--- config.mk ---
export PLATFORM = sky130hd
export DESIGN_NAME = rx_deser
export DESIGN_NICKNAME = d
export VERILOG_FILES = /design/src/rtl/uart_pkg.sv /design/src/rtl/rx_out_buf.sv /design/src/rtl/rx_deser.sv
export SDC_FILE = /design/constraint.sdc
export NUM_CORES = 1
export LEC_CHECK = 0
export BUFFER_PORTS_ARGS = -buffer_cell sky130_fd_sc_hd__buf_4
export CORE_MARGIN = 2
export CORE_UTILIZATION = 50
export DETAILED_ROUTE_END_ITERATION = 7
export PLACE_DENSITY = 0.76
export SLEW_MARGIN = 25
export SYNTH_ARGS = -nofsm -noshare
export SYNTH_HDL_FRONTEND = slang
export SYNTH_SLANG_ARGS = --single-unit
--- constraint.sdc ---
create_clock -name CLK -period 3 [get_ports CLK]
set_input_delay 0.15 -clock CLK [delete_from_list [all_inputs] [get_ports CLK]]
set_output_delay 0.15 -clock CLK [all_outputs]
set_load 0.01 [all_outputs]
--- src/rtl/uart_pkg.sv ---
// -----------------------------------------------------------------------------
// uart_pkg
// Shared definitions for the UART receive path.
//   UART_MAX_DATA_BITS : default maximum data bits per frame
//   rx_deser_state_e   : frame FSM states used by rx_deser
//   clamp_len()        : maps a runtime frame length onto 1..size, where a
//                        length of 0 or one larger than size means "size"
// -----------------------------------------------------------------------------
package uart_pkg;

    localparam int UART_MAX_DATA_BITS = 8;

    typedef enum logic {
        RXD_IDLE  = 1'b0,
        RXD_SHIFT = 1'b1
    } rx_deser_state_e;

    // Out-of-range lengths fall back to the full word so a misprogrammed
    // length register still produces complete frames.
    function automatic int clamp_len(input int len, input int size);
        if (len == 0 || len > size) begin
            return size;
        end
        return len;
    endfunction

endpackage

--- src/rtl/rx_out_buf.sv ---
// -----------------------------------------------------------------------------
// rx_out_buf
// Single-entry valid/ready holding register for completed RX words, with
// sticky overrun detection.
// Ports:
//   i_clk, i_rst : clock, asynchronous active-high reset
//   i_clr        : synchronous clear of the sticky overrun flag
//   i_load       : a completed word is offered this cycle
//   i_word       : the completed word
//   i_ready      : consumer accepts the held word at this edge
//   o_data       : held word, stable while o_valid is high
//   o_valid      : o_data holds an unconsumed word
//   o_overrun    : sticky, a word was offered while the buffer was full
// -----------------------------------------------------------------------------
module rx_out_buf #(
    parameter int WIDTH = 8
) (
    input  logic             i_clk,
    input  logic             i_rst,
    input  logic             i_clr,
    input  logic             i_load,
    input  logic [WIDTH-1:0] i_word,
    input  logic             i_ready,
    output logic [WIDTH-1:0] o_data,
    output logic             o_valid,
    output logic             o_overrun
);

    logic [WIDTH-1:0] r_data;
    logic             r_valid;
    logic             r_overrun;
    logic             w_accept;
    logic             w_drop;

    // A word can only be taken when the slot is empty or is being drained on
    // the same edge; otherwise the incoming word is lost and flagged.
    assign w_accept = r_valid && i_ready;
    assign w_drop   = i_load && r_valid && !i_ready;

    // Holding register and sticky overrun flag. Clearing the overrun flag
    // leaves the held word and its valid flag alone.
    always_ff @(posedge i_clk or posedge i_rst) begin
        if (i_rst) begin
            r_data    <= '0;
            r_valid   <= 1'b0;
            r_overrun <= 1'b0;
        end else begin
            if (i_load && !w_drop) begin
                r_data  <= i_word;
                r_valid <= 1'b1;
            end else if (w_accept) begin
                r_valid <= 1'b0;
            end

            if (i_clr) begin
                r_overrun <= 1'b0;
            end else if (w_drop) begin
                r_overrun <= 1'b1;
            end
        end
    end

    assign o_data    = r_data;
    assign o_valid   = r_valid;
    assign o_overrun = r_overrun;

endmodule

--- src/rtl/rx_deser.sv ---
// -----------------------------------------------------------------------------
// rx_deser
// Serial-to-parallel deserialiser for the UART RX path. Shifts in one bit per
// strobe, counts bits against a length latched at frame start, and hands each
// completed word to a single-entry valid/ready buffer.
// Parameters:
//   SIZE      : maximum data bits per frame, width of DATA_OUT (1..32)
//   MSB_FIRST : 0 = first received bit lands in word LSB, 1 = in word MSB
// Ports:
//   CLK, RST   : clock, asynchronous active-high reset
//   SHIFT_EN   : sample strobe, DATA_IN captured on edges where high
//   DATA_IN    : serial data bit
//   LEN        : runtime frame length, 0 or >SIZE means SIZE
//   CLR        : synchronous frame abort and overrun clear
//   SR_OUT     : raw shift register contents
//   BIT_CNT    : bits captured in the current frame
//   DATA_OUT   : completed word, right-justified, upper bits zero
//   OUT_VALID  : DATA_OUT holds an unconsumed word
//   OUT_READY  : consumer accepts the word
//   FRAME_DONE : one-cycle pulse after a frame completes
//   OVERRUN    : sticky, a completed word was dropped
// -----------------------------------------------------------------------------
module rx_deser
    import uart_pkg::*;
#(
    parameter int  SIZE      = UART_MAX_DATA_BITS,
    parameter bit  MSB_FIRST = 1'b0,
    localparam int CNT_W     = $clog2(SIZE + 1)
) (
    input  logic             CLK,
    input  logic             RST,
    input  logic             SHIFT_EN,
    input  logic             DATA_IN,
    input  logic [CNT_W-1:0] LEN,
    input  logic             CLR,
    output logic [SIZE-1:0]  SR_OUT,
    output logic [CNT_W-1:0] BIT_CNT,
    output logic [SIZE-1:0]  DATA_OUT,
    output logic             OUT_VALID,
    input  logic             OUT_READY,
    output logic             FRAME_DONE,
    output logic             OVERRUN
);

    rx_deser_state_e r_state;
    rx_deser_state_e w_stateNext;

    logic [SIZE-1:0]  r_sr;
    logic [CNT_W-1:0] r_bitCnt;
    logic [CNT_W-1:0] r_lenQ;
    logic             r_frameDone;

    logic [SIZE-1:0]  w_srBase;
    logic [SIZE-1:0]  w_srNext;
    logic [SIZE-1:0]  w_word;
    logic [SIZE-1:0]  w_mask;
    logic [CNT_W-1:0] w_lenStart;
    logic [CNT_W-1:0] w_lenEff;
    logic [CNT_W-1:0] w_cntNext;
    logic [CNT_W-1:0] w_shamt;
    logic             w_last;
    logic             w_load;

    assign w_lenStart = CNT_W'(clamp_len(int'(LEN), SIZE));

    // Datapath: in IDLE the next strobe starts a fresh frame, so the shift
    // base is zero and the length comes straight from LEN. That lets a
    // one-bit frame complete on its very first strobe. The completed word is
    // built from the post-shift value so it is ready on the last-bit edge.
    always_comb begin
        w_srBase  = (r_state == RXD_IDLE) ? '0 : r_sr;
        w_lenEff  = (r_state == RXD_IDLE) ? w_lenStart : r_lenQ;
        w_cntNext = ((r_state == RXD_IDLE) ? '0 : r_bitCnt) + CNT_W'(1);
        w_last    = (w_cntNext == w_lenEff);
        w_mask    = ~({SIZE{1'b1}} << w_lenEff);
        w_shamt   = CNT_W'(SIZE) - w_lenEff;
        if (MSB_FIRST) begin
            w_srNext    = w_srBase << 1;
            w_srNext[0] = DATA_IN;
            w_word      = w_srNext & w_mask;
        end else begin
            // LSB-first bits enter at the top, so a short frame sits in the
            // upper bits and is right-justified by the shift.
            w_srNext         = w_srBase >> 1;
            w_srNext[SIZE-1] = DATA_IN;
            w_word           = w_srNext >> w_shamt;
        end
    end

    // Next-state logic: abort beats a strobe on the same edge, and a strobe
    // that completes the frame returns to IDLE and offers the word.
    always_comb begin
        w_stateNext = r_state;
        w_load      = 1'b0;
        if (CLR) begin
            w_stateNext = RXD_IDLE;
        end else if (SHIFT_EN) begin
            if (w_last) begin
                w_stateNext = RXD_IDLE;
                w_load      = 1'b1;
            end else begin
                w_stateNext = RXD_SHIFT;
            end
        end
    end

    // State register.
    always_ff @(posedge CLK or posedge RST) begin
        if (RST) begin
            r_state <= RXD_IDLE;
        end else begin
            r_state <= w_stateNext;
        end
    end

    // Shift register, bit counter and latched length. The length is only
    // captured at frame start so mid-frame LEN changes are ignored.
    always_ff @(posedge CLK or posedge RST) begin
        if (RST) begin
            r_sr        <= '0;
            r_bitCnt    <= '0;
            r_lenQ      <= '0;
            r_frameDone <= 1'b0;
        end else begin
            r_frameDone <= w_load;
            if (CLR) begin
                r_sr     <= '0;
                r_bitCnt <= '0;
            end else if (SHIFT_EN) begin
                r_sr     <= w_srNext;
                r_bitCnt <= w_last ? '0 : w_cntNext;
                if (r_state == RXD_IDLE) begin
                    r_lenQ <= w_lenStart;
                end
            end
        end
    end

    rx_out_buf #(
        .WIDTH (SIZE)
    ) u_outBuf (
        .i_clk     (CLK),
        .i_rst     (RST),
        .i_clr     (CLR),
        .i_load    (w_load),
        .i_word    (w_word),
        .i_ready   (OUT_READY),
        .o_data    (DATA_OUT),
        .o_valid   (OUT_VALID),
        .o_overrun (OVERRUN)
    );

    assign SR_OUT     = r_sr;
    assign BIT_CNT    = r_bitCnt;
    assign FRAME_DONE = r_frameDone;

endmodule
### After elaboration in Yosys (flattened, before gate mapping)

Index checks and enable logic that the tools add are counted.

* add/sub/neg operators: 2
* multipliers: 0
* divide/modulo/power cells: 0
* order comparisons: 1
* eq/ne operators: 1
* shift operators: 1
* muxes and demuxes: 21
* bitwise gates (word level): 1
* reductions and logical operators: 12

Operators by type and width (count)
* $mux W4: 7
* $mux W8: 3
* $mux W1: 11
* $shr A8 B4 Y8: 1
* $reduce_bool A2 Y1: 3
* $add A4 B1 Y4 const B: 1
* $eq A4 B4 Y1: 1
* $gt A4 B4 Y1 const B: 1
* $logic_and A1 B1 Y1: 4
* $logic_not A4 Y1: 1
* $sub A4 B4 Y4 const A: 1
* $logic_not A1 Y1: 2
* $reduce_and A2 Y1: 1
* $logic_or A1 B1 Y1: 1
* $not A1 Y1: 1

* flip-flop bits (word level): 28
* bits in latches: 0
* bits in writable memories: 0
* bits in read-only memories: 0
* memories: 0

### Depth between registers and ports, before layout

Gate-level depths: netlist (run 1).

* depth in word-level cells: 14
* depth in mapped cells: 12
* gate-level depth less buffers: 8

### Hierarchy

Synthesis (run 1) repeated with hierarchy kept, for this count alone.

* cells, all modules: 175
* area total of the unflattened synthesis: 1820.5 sq um

By module, submodules not included
* rx_deser: times used 1, cells each 150, area each 1400.1 sq um
* rx_out_buf: times used 1, cells each 25, area each 420.4 sq um

### Worst setup path before layout (run 1)

No wires, ideal clock.

* path kind: flip-flop to flip-flop
* start: register r_state
* end: register u_outBuf.r_data[0] (netlist: u_outBuf.o_data[0])
* data arrival time: 3.159 ns
* path slack: -0.238 ns
* cell stages (with the launch flop): 13
* path buffers: 5
* period minus slack after synthesis: 3.238 ns
* path through: dfrtp_1 buf_6 clkbuf_1 buf_1 clkbuf_1 and2_1 ha_1 and3b_1 o22ai_1 a221o_1 buf_2 nor4_4 mux2i_1

* word-level cells in the longest chain between the ends: 10

RTL lines
* from (decl): line rx_deser.sv:45 `rx_deser_state_e r_state;`
* from (signal assigned): line rx_deser.sv:112 `r_state <= w_stateNext;`
* $mux W4: line rx_deser.sv:73 `w_cntNext = ((r_state == RXD_IDLE) ? '0 : r_bitCnt) + CNT_W'(1);`
* $add A4 B1 Y4: line rx_deser.sv:73
* $eq A4 B4 Y1: line rx_deser.sv:74 `w_last = (w_cntNext == w_lenEff);`
* $mux W1: line rx_deser.sv:98 `if (w_last) begin`
* $mux W1: line rx_deser.sv:97 `end else if (SHIFT_EN) begin`
* $mux W1: line rx_deser.sv:95 `if (CLR) begin`
* $logic_and A1 B1 Y1 (2 in a row): line rx_out_buf.sv:38 `assign w_drop = i_load && r_valid && !i_ready;`
* $logic_not A1 Y1: line rx_out_buf.sv:48 `if (i_load && !w_drop) begin`
* $logic_and A1 B1 Y1: line rx_out_buf.sv:48
* to (signal assigned): line rx_out_buf.sv:49 `r_data <= i_word;`
* to (decl): line rx_out_buf.sv:29 `logic [WIDTH-1:0] r_data;`

Several ways; a longest one is shown, not always the timed one.
A chain may end at the register's enable or synchronous reset.

### Final worst setup path (run 1)

* start: register r_state
* end: register u_outBuf.r_data[6] (netlist: u_outBuf.o_data[6])

The elaborated chain is that of the path after synthesis.

==> results of run 1 <==
-- registers in the layout, summed over array words and instances, names as in the netlist --
name / count
u_outBuf.o_valid: 1
FRAME_DONE: 1
BIT_CNT: 4
r_lenQ: 4
r_state: 1
SR_OUT: 8
u_outBuf.o_overrun: 1
u_outBuf.o_data: 8
-- path summary, 6_finish.rpt --
path / endpoint / cells after the start
max in group asynchronous: r_lenQ[2] / 3
worst max-delay path: u_outBuf.o_data[6] / 7
worst min-delay path: r_lenQ[2] / 2
worst min register to register: r_lenQ[3] / 2
min in group asynchronous: u_outBuf.o_overrun / 3
worst max register to register: u_outBuf.o_data[6] / 7
-- layout make-up --
type / instances / area [µm²] / share of cell area
Multi-Input combinational cell: 143 / 1016 / 0.4667
Inverter: 13 / 48.80 / 0.02241
Clock buffer: 3 / 41.29 / 0.01897
Tap cell: 48 / 60.06 / 0.02759
Timing Repair Buffer: 37 / 280.3 / 0.1287
Clock inverter: 1 / 30.03 / 0.01379
Sequential cell: 28 / 700.7 / 0.3218
-- logic make-up after synthesis --
logic type | Yosys count
mux | 15
fa+ha+maj | 2
flops | 28
buf+inv | 27
xor+xnor | 3
compound gates | 54
simple gates | 69
-- metal layers --
| layer | global-route usage | wire [µm] | vias to the layer above | part of all wire |
|---|---|---|---|---|
| met5 | 0 | 0 | - | 0 |
| met4 | 0.06915 | 55 | 0 | 0.013 |
| met3 | 0.02431 | 143 | 5 | 0.033 |
| met2 | 0.3594 | 2002 | 41 | 0.46 |
| met1 | 0.3146 | 2113 | 784 | 0.49 |
| li1 | - | - | 775 | - |
-- placed cells by master, fill, tap and decap left out, drive strengths merged, types with 2 or more instances in the layout --
master	synthesis	layout
inv	13	13
nor3	2	2
clkbuf	7	3
o31ai	2	2
nand4	3	3
dfrtp	28	28
o41ai	4	4
a21oi	16	16
buf	7	36
ha	2	2
nand2	10	10
nand2b	17	17
o21a	2	2
o211ai	9	9
and3	3	3
mux2i	10	10
mux2	3	3
nor3b	3	3
xor2	2	2
nor2	7	7
mux4	2	2
o21ai	9	9
nand3	15	15
a211oi	2	2
-- power by group --
part	internal [mW]	leakage (nW)	switching [mW]	total, mW
Clock	0.179	0.0357	0.134	0.313
Combinational	0.148	0.530	0.170	0.318
Sequential	0.430	0.371	0.0407	0.471
Total	0.757	0.936	0.345	1.10
-- cells in the mapped netlist (all sizes together), types with 4 or more instances --
cell type / count
o21ai: 9
mux2i: 10
nand2b: 17
nand2: 10
o41ai: 4
inv: 13
nor2: 7
o211ai: 9
buf: 7
clkbuf: 7
nand3: 15
a21oi: 16
dfrtp: 28
-- repair_timing --
action,in CTS,in global routing
resized for setup,0,0
endpoints found under the hold margin,28,0
hold buffers,1,0
-- stage by stage --
step / instance area, µm² / util / hold WS [ns] / instances / total power, mW
floorplan: 1839 / - / 0.2131 / 198 / 0.6731
finish: 2177 / 0.6037 / 0.1248 / 273 / 1.102
detailed placement: 2096 / 0.5812 / 0.2703 / 268 / 0.7939
global placement: 2096 / 0.5812 / 0.4281 / 268 / 0.7881
CTS: 2177 / 0.6037 / 0.1316 / 273 / 1.101
global route: 2177 / 0.6037 / 0.1295 / 273 / 1.166
==> impl_metrics.toml, run 1 <==
[timing]
worst_slack_ns = 0.2448
worstMarginPinSlew_ns = 0.6495
max_freq_mhz = 362.9
rsz0062_at_grt = "false"
fin_skew_ns = 0.003041
relSlewSlack = 0.5661
setup_tns_ns = 0
setup_viol = 0
min_period_over_period = 0.9184
min_period_ns = 2.755
slew_violations = 0
final_hold_viol_count = 0

[detailed_routing]
drtIter0Drc = 111
post-route-drc-count = 0
vias = 1605
routedWlPerCell_um = 15.80
drt-vias-per-instance = 5.879
ant_nets = 0
wirelength_um = 4313
drt_pre_antenna_iters = 4

[power_and_ir_drop]
cellPowerDensity_nw_per_um2 = 506.1
p_leak_nw = 0.9364
ir_worst_vdd_mv = 0.1864

[global_routing]
antenna_found_initial = 0
grt_max_degree = 29
first_global_vias = 1502
grt_usage = 0.2222
grt_overflow = 0
grt_pass1_wl_um = 7348

[synth]
synthSimpleGateAreaFrac = 0.2222
syn_inst = 198
synth.avg_cell_area_um2 = 9.270
synth_top_family_by_area = "simple AND/OR/NAND/NOR gates"
async_flop_share = 1.000
syn-num-nets = 210
synthFlopType = "dfrtp_1"
ys_seq_elements = 28
yosysSeqAreaShare = 0.3817
synth_compound_area_frac = 0.1977
synthAdderAreaFrac = 0.01363
yosysTopAreaCell = "dfrtp_1"
synth.area.mux_share = 0.09748
synth_top_area_frac = 0.3817
netlist_area_um2 = 1836
synthDistinctLibCells = 49
synth_edf_count = 0
synthTopCellsByArea = "dfrtp_1 38%, nand2b_1 5.8%, mux2i_1 5.5%"
synthXorXnorAreaFrac = 0.02249
yosys_warnings = 0

[worst_setup_path]
end_kind = "flop"
worstPathMaxFanout = 8
cp_slowest_stage_delay_ns = 0.62
reg2reg_from = "r_state"
cp_slowest_cell = "or4_1"
critical-path-top-delay-family = "simple AND/OR/NAND/NOR gates"
worstPathArrival_ns = 2.94
path_cells = "and2_1 -> ha_1 -> xor3_1 -> nand2_1 -> o221ai_1 -> or4_1 -> o41ai_1"
cp-startpoint = "r_state"
cp.required_ns = 3.18
crit_path_start_kind = "flop"
crit_buf_inv = 0
crit_type = "flop to flop"
r2r_setup_slack_ns = 0.24

[clock_network]
insertion_delay_ns = 0.29
cts_buffer_depth = 2
cts_buffers = 3
path_clk_slew_ns = 0.10
htree_levels = 1
cts_tree = "done"
cts.sinks = 28
post_cts_buffers = 0
clock-root-buffer = "clkbuf_8"

[die]
die_x_um = 64.59
die_area_um2 = 4172
core_um2 = 3606
io_pins = 33
die-height_um = 64.59
start_util = 0.5090
row_count = 22

[placed_design]
dpl.hpwl_um = 2868
finalWeightedCongestion = 0.8273
io_buffers = 32
dp_slack_ns = 0.3129

[min_path]
hp-start = "LEN[3]"
min_path_type = "input port to flop"

[finish]
n_fill_cell = 318
drive_above_1_share = 0.2356
diodes = 0
areaGrowthSynthToFinish_pct = 18.61
fin_nets = 238

[outcome]
status = "complete, no violations"

[flow_run]
max_cap_violations = 0
(Power assumes the default switching activity.)
==> run 2, diff against run 1 <==
CORE_UTILIZATION = 40   (was 50)
PLACE_DENSITY = unset   (was 0.76)
==> impl_metrics.toml, run 2 (synthesis gave the netlist of run 1 again) <==
[outcome]
status = "complete, no violations"

[global_routing]
grt_overflow = 0
antenna_found_initial = 0
grt_usage = 0.1823
grt_pass1_wl_um = 7424
first_global_vias = 1428
grt_max_degree = 29

[worst_setup_path]
r2r_setup_slack_ns = 0.27
crit_path_end = "u_outBuf.o_data[6]"
r2r_cells = 7
cp.required_ns = 3.19
end_kind = "flop"
worstPathMaxFanout = 11
reg2reg_from = "r_state"
rr_endpoint = "u_outBuf.o_data[6]"
cp-startpoint = "r_state"
worstPathArrival_ns = 2.92
crit_type = "flop to flop"
crit_path_start_kind = "flop"

[finish]
areaGrowthSynthToFinish_pct = 18.95
diodes = 0
final_area_um2 = 2183
post-route-util = 0.4980
finalNonFillerCells = 277
drive_above_1_share = 0.2400
fin_nets = 238
final-seq-area_um2 = 701.9
layout_commonest_cell = "buf_4"
multi_input_area_um2 = 1016
final_cell_mix = "36 x buf_4, 27 x dfrtp_1, 17 x nand2b_1"
n_fill_cell = 427

[timing]
rsz0062_at_grt = "false"
relSlewSlack = 0.5950
worstMarginPinSlew_ns = 0.6066
fin_skew_ns = 0.008998
worst_slack_ns = 0.2694
setup_viol = 0
min_period_over_period = 0.9102
hold_ws_ns = 0.1202
final_hold_viol_count = 0
min_period_ns = 2.731
setup_tns_ns = 0
max_freq_mhz = 366.2
slew_violations = 0

[power_and_ir_drop]
ir_worst_vdd_mv = 0.1671
p_total_mw = 1.104
internal-power_mw = 0.7576
p_sw_frac = 0.3135
clkPwrFrac = 0.287
p_leak_nw = 0.9352
power.switching_mw = 0.3460
cellPowerDensity_nw_per_um2 = 505.5
seqPwrFrac = 0.428
comb_power_share = 0.286

[clock_network]
cts.sinks = 28
insertion_delay_ns = 0.29
clock-root-buffer = "clkbuf_8"
htree_levels = 1
cts_buffer_depth = 2
cts_tree = "done"
cts_buffers = 3
path_clk_slew_ns = 0.11

[die]
start_util = 0.4187
die_x_um = 71.74
row_count = 24
core_um2 = 4384
io_pins = 33
die_area_um2 = 5147
die-height_um = 71.74

[placed_design]
dp_slack_ns = 0.2837
dpl.hpwl_um = 2949
dpl_cell_area_um2 = 2101
dp_cells = 272
io_buffers = 32
finalWeightedCongestion = 0.8602

[detailed_routing]
routedWlPerCell_um = 15.48
post-route-drc-count = 0
drt_pre_antenna_iters = 4
drt-vias-per-instance = 5.560
drtIter0Drc = 140
vias = 1540
ant_nets = 0
wirelength_um = 4288

[flow_run]
max_cap_violations = 0

[min_path]
min_path_type = "input port to flop"
## run 2: layout make-up
cell class / instances / share of cell area
clock buffer: 3 / 0.01891
clock inverter: 1 / 0.01375
inverter: 13 / 0.02235
multi-input combinational: 143 / 0.4653
sequential: 28 / 0.3215
tap: 52 / 0.02980
timing repair buffer: 37 / 0.1284
## run 2: layer usage
layer,vias to the layer above,GRT usage,wire length [µm]
met2,45,0.2469,1787
met4,0,0.05660,53
li1,777,-,-
met1,714,0.2973,2273
met5,-,0,0
met3,4,0.02250,174
## run 2: timing repair
action,4_1_cts,5_1_grt
buffers inserted,0,0
gates resized for setup,0,1
hold buffers,1,0
endpoints found under the hold margin,28,0
setup endpoints to repair,0,1
## run 2: power by group through the flow
stage          sequential (mW)  combinational (mW)  clock, mW
2_1_floorplan            0.490               0.183          0
3_3_place_gp             0.479               0.314          0
3_5_place_dp             0.480               0.317          0
4_1_cts                  0.473               0.319      0.318
5_1_grt                  0.481               0.354      0.337
6_report                 0.472               0.315      0.316
## run 2: critical path, stage by stage, from the launching register on
cell and delay (ns):
dfrtp_2 0.49, and2_1 0.19, ha_1 0.28, xor3_1 0.37, nand2_1 0.07, o221ai_1 0.26, or4_1 0.61, o41ai_1 0.36
## run 2: worst min-delay path by stage
stage                start                  to  slack [ns]  cells past startpoint
floorplan              CLR           SR_OUT[1]        0.21                      1
global placement    LEN[3]           r_lenQ[2]        0.43                      2
detailed placement     RST  u_outBuf.o_overrun        0.27                      2
CTS                    CLR           SR_OUT[2]        0.13                      2
global route           CLR          BIT_CNT[0]        0.15                      2
finish                 CLR          BIT_CNT[0]        0.12                      2
==> run 3, diff against run 2 <==
GPL_TIMING_DRIVEN = 1   (was unset)
REMOVE_ABC_BUFFERS = 1   (was unset)
==> impl_metrics.toml, run 3 (synthesis gave the netlist of run 1 again) <==
[outcome]
status = "complete, no violations"

[timing]
fin_skew_ns = 0.005906
worstMarginPinSlew_ns = 0.5686
hold_ws_ns = 0.1418
min_period_ns = 2.646
setup_viol = 0
rsz0062_at_grt = "false"
relSlewSlack = 0.6181
slew_violations = 0
min_period_over_period = 0.8820
max_freq_mhz = 377.9
final_hold_viol_count = 0

[worst_setup_path]
cp-startpoint = "r_state"
cp.required_ns = 3.20
worstPathArrival_ns = 2.85
rr_endpoint = "u_outBuf.o_data[1]"
cp_slowest_stage_delay_ns = 0.54
path_cells = "and2_1 -> ha_1 -> xor3_1 -> nand2_1 -> o221ai_1 -> buf_4 -> nor4_4 -> mux2i_1"
crit_path_start_kind = "flop"
r2r_cells = 8
crit_path_end = "u_outBuf.o_data[1]"
crit_type = "flop to flop"
reg2reg_from = "r_state"
r2r_setup_slack_ns = 0.35
end_kind = "flop"
cp_slowest_cell = "nor4_4"
worstPathMaxFanout = 6

[die]
die_x_um = 71.74
io_pins = 33
row_count = 24
start_util = 0.4187
core_um2 = 4384
die_area_um2 = 5147
die-height_um = 71.74

[clock_network]
cts_buffer_depth = 2
insertion_delay_ns = 0.28
cts.sinks = 28
cts_buffers = 3
path_clk_slew_ns = 0.10
cts.repair.resized = 0
cts_tree = "done"
post_cts_buffers = 0
htree_levels = 1
clock-root-buffer = "clkbuf_8"

[finish]
layout_commonest_cell = "buf_4"
drive_above_1_share = 0.2412
diodes = 0
areaGrowthSynthToFinish_pct = 20.11
final_cell_mix = "39 x buf_4, 28 x dfrtp_1, 17 x nand2b_1"
final_area_um2 = 2205
fin_nets = 241

[placed_design]
io_buffers = 32
finalWeightedCongestion = 0.8118
dpl.hpwl_um = 3176
dpl_cell_area_um2 = 2123

[global_routing]
grt_pass1_wl_um = 7631
first_global_vias = 1566
antenna_found_initial = 0
grt_max_degree = 29
grt_usage = 0.1874
grt_overflow = 0

[detailed_routing]
drtIter0Drc = 91
post-route-drc-count = 0
vias = 1590
routedWlPerCell_um = 15.51
drt_pre_antenna_iters = 5
drt-vias-per-instance = 5.679
ant_nets = 0
wirelength_um = 4343

[power_and_ir_drop]
p_leak_nw = 0.9525
cellPowerDensity_nw_per_um2 = 497.6
ir_worst_vdd_mv = 0.2691

[min_path]
min_path_type = "input port to flop"

[flow_run]
max_cap_violations = 0
-- run 3: changes by cell type in the layout (fill, tap and decap cells not counted) --
cell	delta
dfrtp_1	+1
buf_4	+3
dfrtp_2	-1
inv_1	+1
inv_2	-1
-- run 3: layout make-up --
cell class                      instances  area [µm²]
Timing Repair Buffer                   40       302.8
Inverter                               13       48.80
Sequential cell                        28       700.7
Tap cell                               52       65.06
Clock inverter                          1       30.03
Fill cell                             449        2180
Clock buffer                            3       41.29
Multi-Input combinational cell        143        1016
-- run 3: how the worst min path moves through the flow --
stage	start	endpoint	slack (ns)	depth (start not counted)
after global routing	LEN[3]	r_lenQ[2]	0.14	2
after floorplan	CLR	BIT_CNT[0]	0.21	1
after global placement	RST	SR_OUT[0]	0.25	3
after CTS	LEN[3]	r_lenQ[2]	0.14	2
after detailed placement	RST	SR_OUT[0]	0.25	3
final	LEN[3]	r_lenQ[2]	0.14	2
-- run 3: report_power, final --
group          internal, mW  switching, mW  total (mW)  leakage [nW]
clock                 0.179          0.122       0.301        0.0357
combinational         0.153          0.180       0.333         0.546
sequential            0.430         0.0334       0.464         0.371
total                 0.761          0.335        1.10         0.953
-- run 3: through the flow --
step,utilization,TNS [ns],worst slack (ns),cells,power [mW]
after floorplan,-,-0.09785,-0.09785,184,0.6555
after global placement,0.4843,0,0.4426,275,0.8031
after detailed placement,0.4843,0,0.3908,275,0.8068
after CTS,0.5029,0,0.3558,280,1.111
after global routing,0.5029,0,0.1707,280,1.171
final,0.5029,0,0.3539,280,1.097
-- run 3: timing repair --
action / in CTS / in global routing
hold endpoints to repair: 28 / 0
endpoints found under the setup margin: 0 / 0
hold buffers: 1 / 0
-- run 3: layer usage --
layer	global-route usage	up-vias	part of all wire
met5	0	-	0
met4	0.03564	0	0.0076
met3	0.03657	4	0.050
met2	0.3158	46	0.50
met1	0.2529	758	0.45
li1	-	782	-
-- run 3: worst max-delay path: cells and delay by family, from the launching register on --
family / cells / cell delay (ns)
flip-flops: 1 / 0.42
AO/OA/AOI/OAI: 1 / 0.23
AND/OR/NAND/NOR: 3 / 0.79
multiplexers: 1 / 0.25
XOR/XNOR: 1 / 0.37
adder cells (fa/ha/maj): 1 / 0.26
buffers and inverters: 1 / 0.25
